[src/rtl/tl_err_pkg.sv]
// tl_err_pkg: TileLink opcodes, arbiter state and D beat-count helper for the error arbiter
package tl_err_pkg;
  localparam logic [2:0] A_GET = 3'd4;
  localparam logic [2:0] D_ACCESS_ACK = 3'd0;
  localparam logic [2:0] D_ACCESS_ACK_DATA = 3'd1;
  localparam logic [2:0] D_GRANT = 3'd4;
  localparam logic [2:0] D_GRANT_DATA = 3'd5;
  typedef enum logic [1:0] {IDLE, ISSUE, RESP} state_t;
  function automatic logic [3:0] beats_for(input logic [2:0] opcode, input logic [1:0] size, input int beat_lg);
    return ((opcode == D_ACCESS_ACK_DATA || opcode == D_GRANT_DATA) && int'(size) > beat_lg) ? 4'(1 << (int'(size) - beat_lg)) : 4'd1;
  endfunction
endpackage

[src/rtl/rr_arbiter.sv]
// rr_arbiter: combinational round-robin pick of the first request at or after the pointer
module rr_arbiter #(
  parameter int N = 2,
  localparam int IW = N > 1 ? $clog2(N) : 1
) (
  input  logic [N-1:0]  i_req,
  input  logic [IW-1:0] i_ptr,
  output logic [N-1:0]  o_gnt,
  output logic [IW-1:0] o_idx
);
  logic [N-1:0] w_rot;
  logic [IW-1:0] w_off;
  logic [IW:0] w_sum;
  // rotate so the pointer sits at bit 0, then take the lowest set bit as the distance
  always_comb begin
    w_rot = N'({i_req, i_req} >> i_ptr);
    w_off = '0;
    for (int k = N - 1; k >= 0; k--) if (w_rot[k]) w_off = IW'(k);
  end
  assign w_sum = {1'b0, i_ptr} + {1'b0, w_off};
  assign o_idx = w_sum >= (IW+1)'(N) ? IW'(w_sum - (IW+1)'(N)) : w_sum[IW-1:0];
  assign o_gnt = |i_req ? N'(1) << o_idx : '0;
endmodule

[src/rtl/tl_error_arbiter.sv]
// tl_error_arbiter: round-robin, one-in-flight sharing of a TileLink error device with a response watchdog
module tl_error_arbiter import tl_err_pkg::*; #(
  parameter int NUM_IN = 2,
  parameter int ADDR_W = 128,
  parameter int BEAT_LG = 1,
  parameter int TIMEOUT = 255,
  localparam int IW = NUM_IN > 1 ? $clog2(NUM_IN) : 1
) (
  input  logic                       clock,
  input  logic                       reset,
  input  logic [NUM_IN-1:0]          in_a_valid,
  output logic [NUM_IN-1:0]          in_a_ready,
  input  logic [3*NUM_IN-1:0]        in_a_opcode,
  input  logic [2*NUM_IN-1:0]        in_a_size,
  input  logic [ADDR_W*NUM_IN-1:0]   in_a_address,
  output logic [NUM_IN-1:0]          in_d_valid,
  input  logic [NUM_IN-1:0]          in_d_ready,
  output logic [2:0]                 in_d_opcode,
  output logic [1:0]                 in_d_param,
  output logic [1:0]                 in_d_size,
  output logic                       in_d_denied,
  output logic                       in_d_corrupt,
  output logic                       out_a_valid,
  input  logic                       out_a_ready,
  output logic [2:0]                 out_a_opcode,
  output logic [1:0]                 out_a_size,
  output logic [ADDR_W-1:0]          out_a_address,
  input  logic                       out_d_valid,
  output logic                       out_d_ready,
  input  logic [2:0]                 out_d_opcode,
  input  logic [1:0]                 out_d_param,
  input  logic [1:0]                 out_d_size,
  input  logic                       out_d_denied,
  input  logic                       out_d_corrupt,
  output logic [IW-1:0]              owner,
  output logic                       busy,
  output logic                       timeout_err
);
  localparam logic [7:0] WD_LAST = 8'(TIMEOUT - 1);
  state_t r_state;
  logic [IW-1:0] r_owner;
  logic [IW-1:0] r_rr_ptr;
  logic [2:0] r_beat_cnt;
  logic r_started;
  logic r_timeout_err;
  logic [7:0] r_wd;
  logic [2:0] w_opc [NUM_IN];
  logic [1:0] w_size [NUM_IN];
  logic [ADDR_W-1:0] w_addr [NUM_IN];
  logic [NUM_IN-1:0] w_gnt;
  logic [IW-1:0] w_idx;
  logic [IW-1:0] w_next_ptr;
  logic [3:0] w_beats;
  logic w_d_hs;
  logic w_last;
  for (genvar g = 0; g < NUM_IN; g++) begin : g_unpack
    assign w_opc[g] = in_a_opcode[3*g +: 3];
    assign w_size[g] = in_a_size[2*g +: 2];
    assign w_addr[g] = in_a_address[ADDR_W*g +: ADDR_W];
  end
  rr_arbiter #(.N(NUM_IN)) u_rr (
    .i_req(in_a_valid),
    .i_ptr(r_rr_ptr),
    .o_gnt(w_gnt),
    .o_idx(w_idx)
  );
  assign w_d_hs = r_state == RESP && out_d_valid && out_d_ready;
  assign w_beats = beats_for(out_d_opcode, out_d_size, BEAT_LG);
  assign w_last = r_started ? r_beat_cnt == 3'd1 : w_beats == 4'd1;
  assign w_next_ptr = r_owner == IW'(NUM_IN - 1) ? '0 : r_owner + 1'b1;
  assign out_a_valid = r_state == ISSUE && in_a_valid[r_owner];
  assign out_a_opcode = w_opc[r_owner];
  assign out_a_size = w_size[r_owner];
  assign out_a_address = w_addr[r_owner];
  assign in_a_ready = r_state == ISSUE ? NUM_IN'(out_a_ready) << r_owner : '0;
  assign in_d_valid = r_state == RESP ? NUM_IN'(out_d_valid) << r_owner : '0;
  assign out_d_ready = r_state == RESP ? in_d_ready[r_owner] : r_state == IDLE && !reset;
  assign in_d_opcode = out_d_opcode;
  assign in_d_param = out_d_param;
  assign in_d_size = out_d_size;
  assign in_d_denied = out_d_denied;
  assign in_d_corrupt = out_d_corrupt;
  assign owner = r_owner;
  assign busy = r_state != IDLE;
  assign timeout_err = r_timeout_err;
  // grant lock from arbitration through the last D beat; beat_cnt holds beats still owed after the first
  always_ff @(posedge clock) begin
    if (reset) begin
      r_state <= IDLE;
      r_rr_ptr <= '0;
      r_owner <= '0;
      r_beat_cnt <= '0;
      r_started <= 1'b0;
      r_wd <= '0;
      r_timeout_err <= 1'b0;
    end else begin
      r_timeout_err <= 1'b0;
      case (r_state)
        IDLE: if (|w_gnt) begin
          r_owner <= w_idx;
          r_state <= ISSUE;
        end
        ISSUE: if (!in_a_valid[r_owner]) r_state <= IDLE;
        else if (out_a_ready) begin
          r_state <= RESP;
          r_rr_ptr <= w_next_ptr;
          r_wd <= '0;
          r_started <= 1'b0;
          r_beat_cnt <= '0;
        end
        RESP: if (w_d_hs) begin
          r_wd <= '0;
          r_started <= !w_last;
          r_beat_cnt <= w_last ? 3'd0 : r_started ? r_beat_cnt - 3'd1 : 3'(w_beats - 4'd1);
          if (w_last) r_state <= IDLE;
        end else if (r_wd == WD_LAST) begin
          r_state <= IDLE;
          r_timeout_err <= 1'b1;
          r_started <= 1'b0;
          r_beat_cnt <= '0;
          r_wd <= r_wd + 8'd1;
        end else r_wd <= r_wd + 8'd1;
        default: r_state <= IDLE;
      endcase
    end
  end
endmodule

[config.mk]
export PLATFORM = sky130hd
export DESIGN_NAME = tl_error_arbiter
export DESIGN_NICKNAME = d
export VERILOG_FILES = /design/src/rtl/tl_err_pkg.sv /design/src/rtl/rr_arbiter.sv /design/src/rtl/tl_error_arbiter.sv
export SDC_FILE = /design/constraint.sdc
export NUM_CORES = 1
export LEC_CHECK = 0
export BUFFER_PORTS_ARGS = -buffer_cell sky130_fd_sc_hd__buf_2
export CORE_AREA = 2 2 168 170
export DETAILED_ROUTE_END_ITERATION = 10
export DIE_AREA = 0 0 170 172
export RECOVER_POWER = 25
export SYNTH_ARGS = -nofsm -noshare
export SYNTH_HDL_FRONTEND = slang
export SYNTH_SLANG_ARGS = --single-unit
[constraint.sdc]
create_clock -name clock -period 2 [get_ports clock]
set_input_delay 0.1 -clock clock [delete_from_list [all_inputs] [get_ports clock]]
set_output_delay 0.1 -clock clock [all_outputs]
set_load 0.02 [all_outputs]
# Word level (Yosys, flattened, before mapping)
# Index checks and enable logic that the tools add are counted.
[op_classes] n_reduce_logical=19 n_bitwise=2 shifts=5 muxes=47 addsub=7 n_lt_le_gt_ge=4 n_eq_ne=13
[op_table] operator="128-bit 2-to-1 mux" count=3
[op_table] operator="1-bit by 32-bit << shifter with 4-bit output, first input constant" count=1
[op_table] operator="3-bit 2-to-1 mux" count=9
[op_table] operator="2-bit 2-to-1 mux" count=12
[op_table] operator="8-bit 2-to-1 mux" count=3
[op_table] operator="8-bit case mux with 2 select lines" count=1
[op_table] operator="1-bit 2-to-1 mux" count=15
[op_table] operator="8-bit by 1-bit adder with 8-bit output, second input constant" count=1
[op_table] operator="8-bit equality test, second input constant" count=1
[op_table] operator="4-bit AND reduction" count=2
[op_table] operator="3-bit by 1-bit equality test with 1-bit output, second input constant" count=2
[op_table] operator="3-bit != test, second input constant" count=2
[op_table] operator="2-bit case mux with 3 select lines" count=1
[op_table] operator="3-bit case mux with 2 select lines" count=1
[op_table] operator="3-bit AND reduction" count=2
[op_table] operator="3-bit by 1-bit subtractor with 3-bit output, second input constant" count=2
[op_table] operator="1-bit logical AND" count=5
[op_table] operator="4-bit by 1-bit equality test with 1-bit output, second input constant" count=1
[op_table] operator="2-bit >= comparator, second input constant" count=2
[op_table] operator="4-bit 2-to-1 mux" count=1
[op_table] operator="2-bit by 1-bit != test with 1-bit output, second input constant" count=2
[op_table] operator="2-bit nonzero test" count=2
[op_table] operator="2-bit OR reduction" count=2
[op_table] operator="1-bit by 1-bit << shifter with 2-bit output" count=2
[op_table] operator="21 further kinds" count=22
[totals] register_bits=17 out_inout_bits=151 in_bits=283

# Logic depth before layout (Yosys ltp)
# Gate-level depths: netlist of the first run.
[depth] word_depth=11 ltp_mapped=10

# Modules after synthesis
# From an unflattened synthesis of the first run, not the netlist that was laid out.
[hier_totals] cells_unflattened=294 hier_area_um2=2757.6
[by_module_without_submodules] module="tl_error_arbiter" cells_per_inst=290 area_per_inst_um2=2730.1 n_inst=1
[by_module_without_submodules] module="rr_arbiter" cells_per_inst=4 area_per_inst_um2=27.5 n_inst=1

# Worst setup path before layout of the first run
# OpenSTA, ideal clock, no wires.
[synth_path] path_kind="input to register" start="input out_d_size[1]" end="register r_beat_cnt[0]" required_ns=1.908 path_stages=9 arrival_time_ns=1.587 setup_ns=0.092 slack_ns=0.320 path_cell_list="inv_1 > ha_1 > nand4bb_1 > or2_2 > ha_1 > nor3b_1 > a32oi_1 > nand3b_1 > o32ai_1"
[synth_between] elab_chain_len=8 elab_cells_between_ends=12
[synth_rtl] element="start, declared" line_no="tl_error_arbiter.sv:32" rtl="input logic [1:0] out_d_size,"
[synth_rtl] element="2-bit by 1-bit subtractor with 3-bit output or 2-bit by 1-bit greater-than comparator with 1-bit output (tied branches)" line_no="tl_err_pkg.sv:10" rtl="return ((opcode == D_ACCESS_ACK_DATA || opcode == D_GRANT_DATA) && int'(size) > beat_lg) ? 4'(1 << (int'(size) ..."
[synth_rtl] element="1-bit by 32-bit << shifter with 4-bit output or 1-bit logical AND (tied branches)" line_no="tl_err_pkg.sv:10"
[synth_rtl] element="4-bit 2-to-1 mux *" line_no="tl_err_pkg.sv:10"
[synth_rtl] element="3-bit by 1-bit subtractor with 3-bit output or 4-bit by 1-bit equality test with 1-bit output (tied branches)" line_no="tl_error_arbiter.sv:114, tl_error_arbiter.sv:69"
[synth_rtl] element="3-bit 2-to-1 mux or 1-bit 2-to-1 mux (tied branches)" line_no="tl_error_arbiter.sv:114, tl_error_arbiter.sv:69"
[synth_rtl] element="3-bit 2-to-1 mux *" line_no="tl_error_arbiter.sv:114" rtl="r_beat_cnt <= w_last ? 3'd0 : r_started ? r_beat_cnt - 3'd1 : 3'(w_beats - 4'd1);"
[synth_rtl] element="3-bit 2-to-1 mux *" line_no="tl_error_arbiter.sv:111" rtl="RESP: if (w_d_hs) begin"
[synth_rtl] element="3-bit case mux with 2 select lines *" line_no="tl_error_arbiter.sv:98" rtl="case (r_state)"
[synth_rtl] element="end signal, assigned" line_no="tl_error_arbiter.sv:114"
[synth_rtl] element="end, declared" line_no="tl_error_arbiter.sv:43" rtl="logic [2:0] r_beat_cnt;"
# Mark *: on every way between the ends. The rest lies on a longest branch, timed or not.
# A chain may end at the register's enable or synchronous reset.

# Worst setup path after layout of the first run
[layout_path] start="register r_owner (netlist: owner)" end="output out_a_address[58]"
[layout_between] elab_chain_len=4
[layout_rtl] element="start, declared" line_no="tl_error_arbiter.sv:41" rtl="logic [IW-1:0] r_owner;"
[layout_rtl] element="start signal, assigned" line_no="tl_error_arbiter.sv:100" rtl="r_owner <= w_idx;"
[layout_rtl] element="1-bit NOT with 2-bit output (not written as such)" line_no="tl_error_arbiter.sv:74" rtl="assign out_a_address = w_addr[r_owner];"
[layout_rtl] element="128-bit 2-to-1 mux (not written as such) (3 in series)" line_no="tl_error_arbiter.sv:74"
[layout_rtl] element="end, declared" line_no="tl_error_arbiter.sv:27" rtl="output logic [ADDR_W-1:0] out_a_address,"
# No other way between the ends. The select of a mux whose other input is x is not followed.

==> impl_metrics.tcl, run 1 <==
set metrics [dict create \
    cts_sinks 17 \
    vias_per_cell 3.65 \
    use_met1 0.136 \
    die_w_um 170 \
    whs_path_depth 3 \
    cts_resized 0 \
    crit_chain "buf_4, mux2_2, buf_2" \
    end_kind "primary output" \
    synthesis.instances 286 \
    initial_core_util 0.0985 \
    ant_nets 0 \
    grt_remaining_overflow 0 \
    fin_worst_skew_ns 0.00168 \
    busiest_layer "met2" \
    crit_family "buffers and inverters" \
    intPower_w 0.00123 \
    syn_to_final_growth_pct 92.4 \
    finalNetCount 985 \
    dieHeight_um 172 \
    layout-drive-gt1-share 0.781 \
    drt_wl_total_mm 18.3 \
    h-tree-depth 1 \
    netSwitchingFraction 0.435 \
    max_cap_violations 0 \
    use_met3 0.0394 \
    period_share 0.929 \
    fin_crit_ns 1.86 \
    fp.dieArea_sq_um 29200 \
    ys_warn_count 0 \
    gp_congestion 0.824 \
    syn_nets 579 \
    wl_per_cell_um 17.6 \
    dr_total_vias 3792 \
    drt_iter0_drc 161 \
    postCtsSetupBuffers 0 \
    critical_path_class "flip-flop to primary output" \
    p_clk_frac 0.190 \
    ys.flop_type "dfxtp_1" \
    grt_pass1_vias 3271 \
    numCtsBuffers 3 \
    grt_first_pass_wirelength_mm 22.4 \
    mostFrequentLayoutCell "buf_2" \
    core_sq_um 27500 \
    max_freq_mhz 538 \
    crit_required_ns 1.90 \
    final_cell_mix "buf_2, mux2_2, clkbuf_1" \
    slowest_delay_ns 0.46 \
    synthArstFlopShare 0 \
    grt_max_degree 93 \
    core.rowCount 61 \
    cp-start-kind "flip-flop" \
    relSlewSlack 0.619 \
    hold_path_class "primary input to flip-flop" \
    status "completed" \
    clk_latency_ns 0.25 \
    synth_seq_cells 17 \
    p_per_area_nw_per_um2 418 \
    seqPwrFrac 0.163 \
    slew_violations 0 \
    finalPower_w 0.00218 \
    cp_slowest_cell "buf_4" \
    cts.path.max_buffers 2 \
    drc_errors 0 \
    hold_viol 0 \
    synth.avg_cell_area_sq_um 9.46 \
    grt_setup_unrepaired "no" \
    dp_hpwl_mm 16.6 \
    io_pins 434 \
    antenna_found_initial 5 \
    synth_area_sq_um 2710 \
    tightest_slew_ns 0.571 \
    fin_util 0.190 \
    ir_worst_vdd_mv 0.240 \
    grtUsageTotal 0.108 \
    path_max_fanout 44 \
    hold_buffers 0 \
    seq_area_frac_synth 0.126 \
    portBuffers 423 \
    placed_area_sq_um 5150 \
    setup_viol 0 \
    cts_tree "built" \
    cp.arrival_ns 1.76 \
    power.switching_w 0.000946 \
    design_area_sq_um 5210 \
    p_comb_frac 0.647 \
    cp_num_cells 3 \
    r2r.worst_path.cells 4 \
    root_buffer "clkbuf_16" \
    drt_pass1_iterations 4 \
    tns_ns 0 \
    crit_buf_inv 2 \
    synth_edf_count 0 \
    netlist-cell-type-count 43 \
    grtUsageMet2 0.173 \
    path_clk_slew_ns 0.05 \
    power_leakage_nw 2.56 \
]
==> state kept, by name, indices dropped and copies added, names as in the netlist <==
register / count
owner: 1
r_wd: 8
timeout_err: 1
r_started: 1
r_state: 2
r_rr_ptr: 1
r_beat_cnt: 3
==> synth_stat cells (all sizes together) (2+ instances only) <==
master	number	area share
buf	24	0.052
nand2b	2	0.0046
or4	3	0.0083
a32oi	2	0.0065
nor3b	3	0.0083
inv	14	0.019
clkbuf	2	0.0028
o32ai	3	0.0097
dfxtp	17	0.13
nand2	8	0.011
a21oi	11	0.020
nand4	2	0.0046
mux2i	2	0.0074
or3	2	0.0046
ha	10	0.046
o31ai	4	0.011
mux2	134	0.56
nand3b	3	0.0083
nor2	14	0.019
o21ai	5	0.0092
==> metal layers <==
metal / routed length (um) / vias up
met5: 26 / -
met4: 313 / 4
met3: 1920 / 18
met2: 8540 / 208
met1: 7520 / 1698
li1: - / 1864
==> stage by stage <==
stage          setup WS (ns)  hold slack (ns)  cells
2_1_floorplan          0.320            0.236    286
3_3_place_gp          0.0823            0.200   1033
3_5_place_dp          0.0110            0.200   1033
4_1_cts                0.141            0.138   1037
5_1_grt               0.0791            0.156   1039
6_report               0.142            0.140   1040
==> tightest hold or removal path, stage by stage <==
cell	delay (ns)
buf_2	0.13
nand2_1	0.06
a21oi_1	0.05
==> cell type report <==
cell class | instances | area (sq um)
Timing Repair Buffer | 427 | 2120
Antenna cell | 3 | 7.51
Fill cell | 3101 | 22300
Multi-Input combinational cell | 229 | 2160
Tap cell | 346 | 433
Sequential cell | 17 | 344
Clock inverter | 1 | 6.26
Inverter | 14 | 52.6
Clock buffer | 3 | 75.1
==> power by group through the flow <==
| stage | clock [W] | sequential, W | combinational [W] |
|---|---|---|---|
| global placement | 0 | 0.000362 | 0.00142 |
| floorplan | 0 | 0.000361 | 0.000791 |
| global route | 0.000443 | 0.000357 | 0.00150 |
| finish | 0.000414 | 0.000355 | 0.00141 |
| detailed placement | 0 | 0.000363 | 0.00143 |
| CTS | 0.000427 | 0.000355 | 0.00143 |
==> kinds of logic after synthesis <==
group	Yosys count	synth area share
mux	136	0.565
simple gates	47	0.0962
compound gates	34	0.0860
xor+xnor	2	0.00647
fa+ha+maj	10	0.0462
flops	17	0.126
buf+inv	40	0.0744
==> worst paths after layout <==
path	startpoint	end	slack [ns]
max	owner	out_a_address[58]	0.14
min reg2reg	r_rr_ptr	r_rr_ptr	0.49
max reg2reg	r_state[1]	r_wd[5]	0.26
min	in_a_valid[0]	r_rr_ptr	0.14
Power figures use the tool's default switching activity.
==> run 2: changes to the inputs <==
Settings changed: ABC_AREA from default to 1, CORE_AREA 2 2 168 170 to 2 2 170 172, DIE_AREA 0 0 170 172 to 0 0 172 174.
==> impl_metrics.tcl, run 2 <==
set metrics [dict create \
    max_freq_mhz 550 \
    synth_seq_cells 17 \
    cts_sinks 17 \
    slowest_delay_ns 0.38 \
    drt_pass1_iterations 5 \
    multi_input_area_sq_um 2170 \
    fin_cells 1399 \
    top_regs "r_wd: 8 flops, r_beat_cnt: 3 flops, r_state: 2 flops" \
    p_per_area_nw_per_um2 407 \
    seq_area_frac_synth 0.118 \
    drt_wl_total_mm 17.2 \
    ys.flop_type "dfxtp_1" \
    top_register "r_wd" \
    dp_hpwl_mm 14.8 \
    cts_tree "built" \
    seqPwrFrac 0.163 \
    antenna_found_initial 1 \
    grt_max_degree 75 \
    clk_latency_ns 0.25 \
    synth_largest_area_cell "nand2_1" \
    dp_cells 1394 \
    hold_viol 0 \
    synth_most_common_cell "nand2_1" \
    portBuffers 423 \
    busiest_layer "met2" \
    netlist-cell-type-count 25 \
    dr_total_vias 5058 \
    status "completed" \
    cp-start-kind "flip-flop" \
    end_kind "primary output" \
    core_sq_um 28200 \
    tns_ns 0 \
    h-tree-depth 1 \
    fin_worst_skew_ns 0.00385 \
    fp.dieArea_sq_um 29900 \
    fin_crit_ns 1.82 \
    power_leakage_nw 3.34 \
    grt_pass1_vias 4416 \
    synthesis.instances 623 \
    grt_setup_unrepaired "no" \
    synth.area.top_cells "nand2_1, dfxtp_1, ha_1, inv_1, nor2_1" \
    root_buffer "clkbuf_16" \
    yosys.area.top_type_share 0.581 \
    hold_path_class "primary input to flip-flop" \
    largest_reg_flops 8 \
    syn_nets 916 \
    p_clk_frac 0.185 \
    synth_edf_count 0 \
    crit_chain "inv_4, buf_6, nand2_1, nand2_1, clkbuf_1" \
    critical_path_class "flip-flop to primary output" \
    ys_warn_count 0 \
    grtUsageMet2 0.176 \
    power.switching_w 0.00106 \
    period_share 0.909 \
    path_max_fanout 74 \
    slew_violations 0 \
    postCtsSetupBuffers 0 \
    core.rowCount 62 \
    finalPower_w 0.00218 \
    final_cell_mix "nand2_1, buf_2, inv_1" \
    hold_buffers 0 \
    mostFrequentLayoutCell "nand2_1" \
    initial_core_util 0.102 \
    grt_first_pass_wirelength_mm 23.8 \
    cp_common_cell "nand2_1" \
    synth.avg_cell_area_sq_um 4.63 \
    yosys-top-cells-count "nand2_1, inv_1, nor2_1, dfxtp_1, clkbuf_1" \
    setup_viol 0 \
    tightest_slew_ns 0.655 \
    synthArstFlopShare 0 \
    dieHeight_um 174 \
    p_comb_frac 0.653 \
    die_w_um 172 \
    wl_per_cell_um 12.3 \
    path_clk_slew_ns 0.05 \
    intPower_w 0.00112 \
    ant_nets 0 \
    cp_slowest_cell "buf_6" \
    max_cap_violations 0 \
    synth_area_sq_um 2880 \
    grtUsageTotal 0.101 \
    syn_to_final_growth_pct 85.9 \
    r2r.worst_path.cells 10 \
    cts.path.max_buffers 2 \
    gp_congestion 0.801 \
    finalNetCount 1308 \
    grt_remaining_overflow 0 \
    use_met1 0.128 \
    whs_path_depth 3 \
    drt_iter0_drc 197 \
    ir_worst_vdd_mv 0.418 \
    io_pins 434 \
    fill_cells 3345 \
    layout-drive-gt1-share 0.415 \
    relSlewSlack 0.563 \
    netSwitchingFraction 0.488 \
    crit_required_ns 1.90 \
    use_met3 0.0285 \
    numCtsBuffers 3 \
    vias_per_cell 3.62 \
    drc_errors 0 \
    cts_resized 0 \
    cp.arrival_ns 1.72 \
    regArea_sq_um 344 \
]
## run 2: path summary, 6_finish.rpt
kind | startpoint | end | slack, ns
max | owner | out_a_address[90] | 0.18
min | in_a_valid[0] | r_rr_ptr | 0.12
max reg2reg | r_state[1] | r_wd[5] | 0.23
min reg2reg | r_beat_cnt[1] | r_beat_cnt[1] | 0.46
## run 2: worst max-delay path, delay by kind of cell, from the launching register on
kind,cells,cell delay [ns]
and+or+nand+nor,2,0.27
DFF,1,0.37
buffers and inverters,3,0.73
## run 2: cells by family (layout without fill, tap and decap cells)
group                      after synthesis  count (layout)  synth area share
other                                    0               1                 0
buffers and inverters                   78             469             0.121
adders and majority gates               10              10            0.0434
AOI/OAI and AO/OA                       22              22            0.0434
DFF                                     17              17             0.118
and+or+nand+nor                        496             496             0.674
## run 2: stage by stage
stage,instance area [sq um],utilization,hold slack [ns],worst slack (ns)
2_1_floorplan,2880,-,0.247,0.533
3_3_place_gp,5340,0.189,0.200,0.270
3_5_place_dp,5340,0.189,0.200,0.244
4_1_cts,5420,0.192,0.126,0.189
5_1_grt,5360,0.190,0.150,0.0676
6_report,5360,0.190,0.124,0.183
## run 2: cell type report
cell class,count,share of cell area
antenna,1,0.000467
clock inverter,1,0.000934
clock buffer,3,0.0140
tap,384,0.0896
inverter,38,0.0271
sequential,17,0.0642
timing repair buffer,427,0.399
multi-input combinational,528,0.405
## run 2: power by group through the flow
stage,logic [W],registers (W),clock network (W)
after detailed placement,0.00145,0.000363,0
after global routing,0.00156,0.000356,0.000431
after global placement,0.00145,0.000363,0
after CTS,0.00146,0.000356,0.000413
after floorplan,0.000782,0.000362,0
final,0.00142,0.000355,0.000402
## run 2: metal layers
metal / part of all wire / vias up
li1: - / 2639
met1: 0.42 / 2173
met5: 0 / -
met4: 0.0057 / 0
met3: 0.11 / 6
met2: 0.47 / 240
==> run 3: changes to the inputs <==
Settings changed: CORE_AREA 2 2 170 172 to 2 2 169 171, DIE_AREA 0 0 172 174 to 0 0 171 173.
Clock period 2 ns to 1.6 ns, I/O delays scaled along.
==> impl_metrics.tcl, run 3 (same netlist as run 2, synthesis figures left out) <==
set metrics [dict create \
    path_max_fanout 17 \
    hold_path_class "primary input to flip-flop" \
    reg2reg_slack_ns 0.15 \
    layout_setup_ws_ns 0.0378 \
    relSlewSlack 0.757 \
    cts.path.max_buffers 2 \
    setup_viol 0 \
    grt_remaining_overflow 0 \
    fin_worst_skew_ns 0.00482 \
    gp_congestion 0.945 \
    numCtsBuffers 3 \
    critical_path_class "flip-flop to primary output" \
    fp.dieArea_sq_um 29600 \
    core.rowCount 61 \
    cp_common_cell "nand2_1" \
    crit_required_ns 1.52 \
    wl_per_cell_um 12.8 \
    final_cell_mix "nand2_1, buf_2, inv_1" \
    finalPower_w 0.00282 \
    grt_setup_unrepaired "yes" \
    end_kind "primary output" \
    num_antenna_cells 0 \
    dieHeight_um 173 \
    syn_to_final_growth_pct 93.5 \
    cp.arrival_ns 1.48 \
    drt_iter0_drc 318 \
    core_sq_um 27600 \
    initial_core_util 0.104 \
    path_clk_slew_ns 0.05 \
    drc_errors 0 \
    crit_chain "inv_6, buf_12, buf_6, nand2_1, nand2_1, buf_2" \
    portBuffers 423 \
    vias_per_cell 3.65 \
    crit_family "buffers and inverters" \
    ant_nets 0 \
    hold_viol 0 \
    antenna_found_initial 0 \
    max_cap_violations 0 \
    hold_buffers 0 \
    postCtsSetupBuffers 0 \
    pre_cts_ws_ns -0.130 \
    dr_total_vias 5118 \
    power_leakage_nw 3.49 \
    cts_tree "built" \
    largest_reg_flops 8 \
    grtUsageMet2 0.189 \
    max_freq_mhz 640 \
    die_w_um 171 \
    crit_buf_inv 4 \
    layout-drive-gt1-share 0.447 \
    busiest_layer "met2" \
    top_register "r_wd" \
    period_share 0.976 \
    top_regs "r_wd: 8 flops, r_beat_cnt: 3 flops, r_state: 2 flops" \
    cp_slowest_cell "dfxtp_4" \
    grt_max_degree 81 \
    use_met1 0.138 \
    io_pins 434 \
    clk_latency_ns 0.25 \
    drt_wl_total_mm 17.9 \
    fin_crit_ns 1.56 \
    root_buffer "clkbuf_16" \
    slowest_delay_ns 0.39 \
    status "completed" \
    tightest_slew_ns 0.364 \
    cts_sinks 17 \
    dp_hpwl_mm 14.9 \
    p_per_area_nw_per_um2 505 \
    h-tree-depth 1 \
    ir_worst_vdd_mv 0.339 \
    mostFrequentLayoutCell "nand2_1" \
    grt_pass1_vias 4668 \
    cp-start-kind "flip-flop" \
    grtUsageTotal 0.105 \
    drt_pass1_iterations 5 \
    grt_first_pass_wirelength_mm 25.1 \
    finalNetCount 1319 \
    slew_violations 0 \
    use_met3 0.0110 \
]
-- run 3: cell types whose count changed in the layout (fill, tap and decap cells not counted), sizes merged --
cell / change
clkbuf: -14
diode: -1
buf: +25
-- run 3: cell type report --
cell class              count  area, sq um
inverters                  38          148
flip-flops and latches     17          344
multi-input cells         528         2200
fillers                  3233        22000
well taps                 378          473
clock buffers               3         75.1
clock inverters             1         5.00
repair buffers            438         2330
-- run 3: report_power, final --
| group | internal [W] | switching [W] | total, W |
|---|---|---|---|
| Combinational | 0.000695 | 0.00117 | 0.00187 |
| Clock | 0.000335 | 0.000172 | 0.000506 |
| Sequential | 0.000432 | 0.0000146 | 0.000447 |
-- run 3: final timing paths --
check / cells after the start / from / end
worst max register to register: 9 / r_state[0] / r_wd[5]
worst min register to register: 2 / r_rr_ptr / r_rr_ptr
worst min-delay path: 3 / in_a_valid[0] / r_rr_ptr
worst max-delay path: 6 / owner / out_a_address[85]
-- run 3: stage by stage --
stage	instances	setup TNS (ns)	hold WS [ns]	utilization	cell area (sq um)
finish	1403	0	0.0998	0.202	5580
global route	1403	-0.00822	0.119	0.202	5580
CTS	1402	0	0.0993	0.200	5520
detailed placement	1398	-0.583	0.160	0.197	5440
global placement	1398	-0.470	0.160	0.197	5440
floorplan	623	0	0.227	-	2880
-- run 3: per-layer routing --
metal,vias to the layer above,part of all wire
met5,-,0
met3,4,0.074
li1,2662,-
met2,233,0.47
met1,2219,0.45
met4,0,0.0021
-- run 3: repair_timing --
action                                  in CTS  in global routing
pin swaps                                    0                  0
resized for setup                            1                 10
endpoints found under the setup margin       6                 20
gates cloned                                 0                  1
hold endpoints to repair                     0                  0
-- run 3: worst min-delay path, stage by stage --
cell and delay (ns):
buf_2 0.11, nand2_1 0.06, a21oi_1 0.05
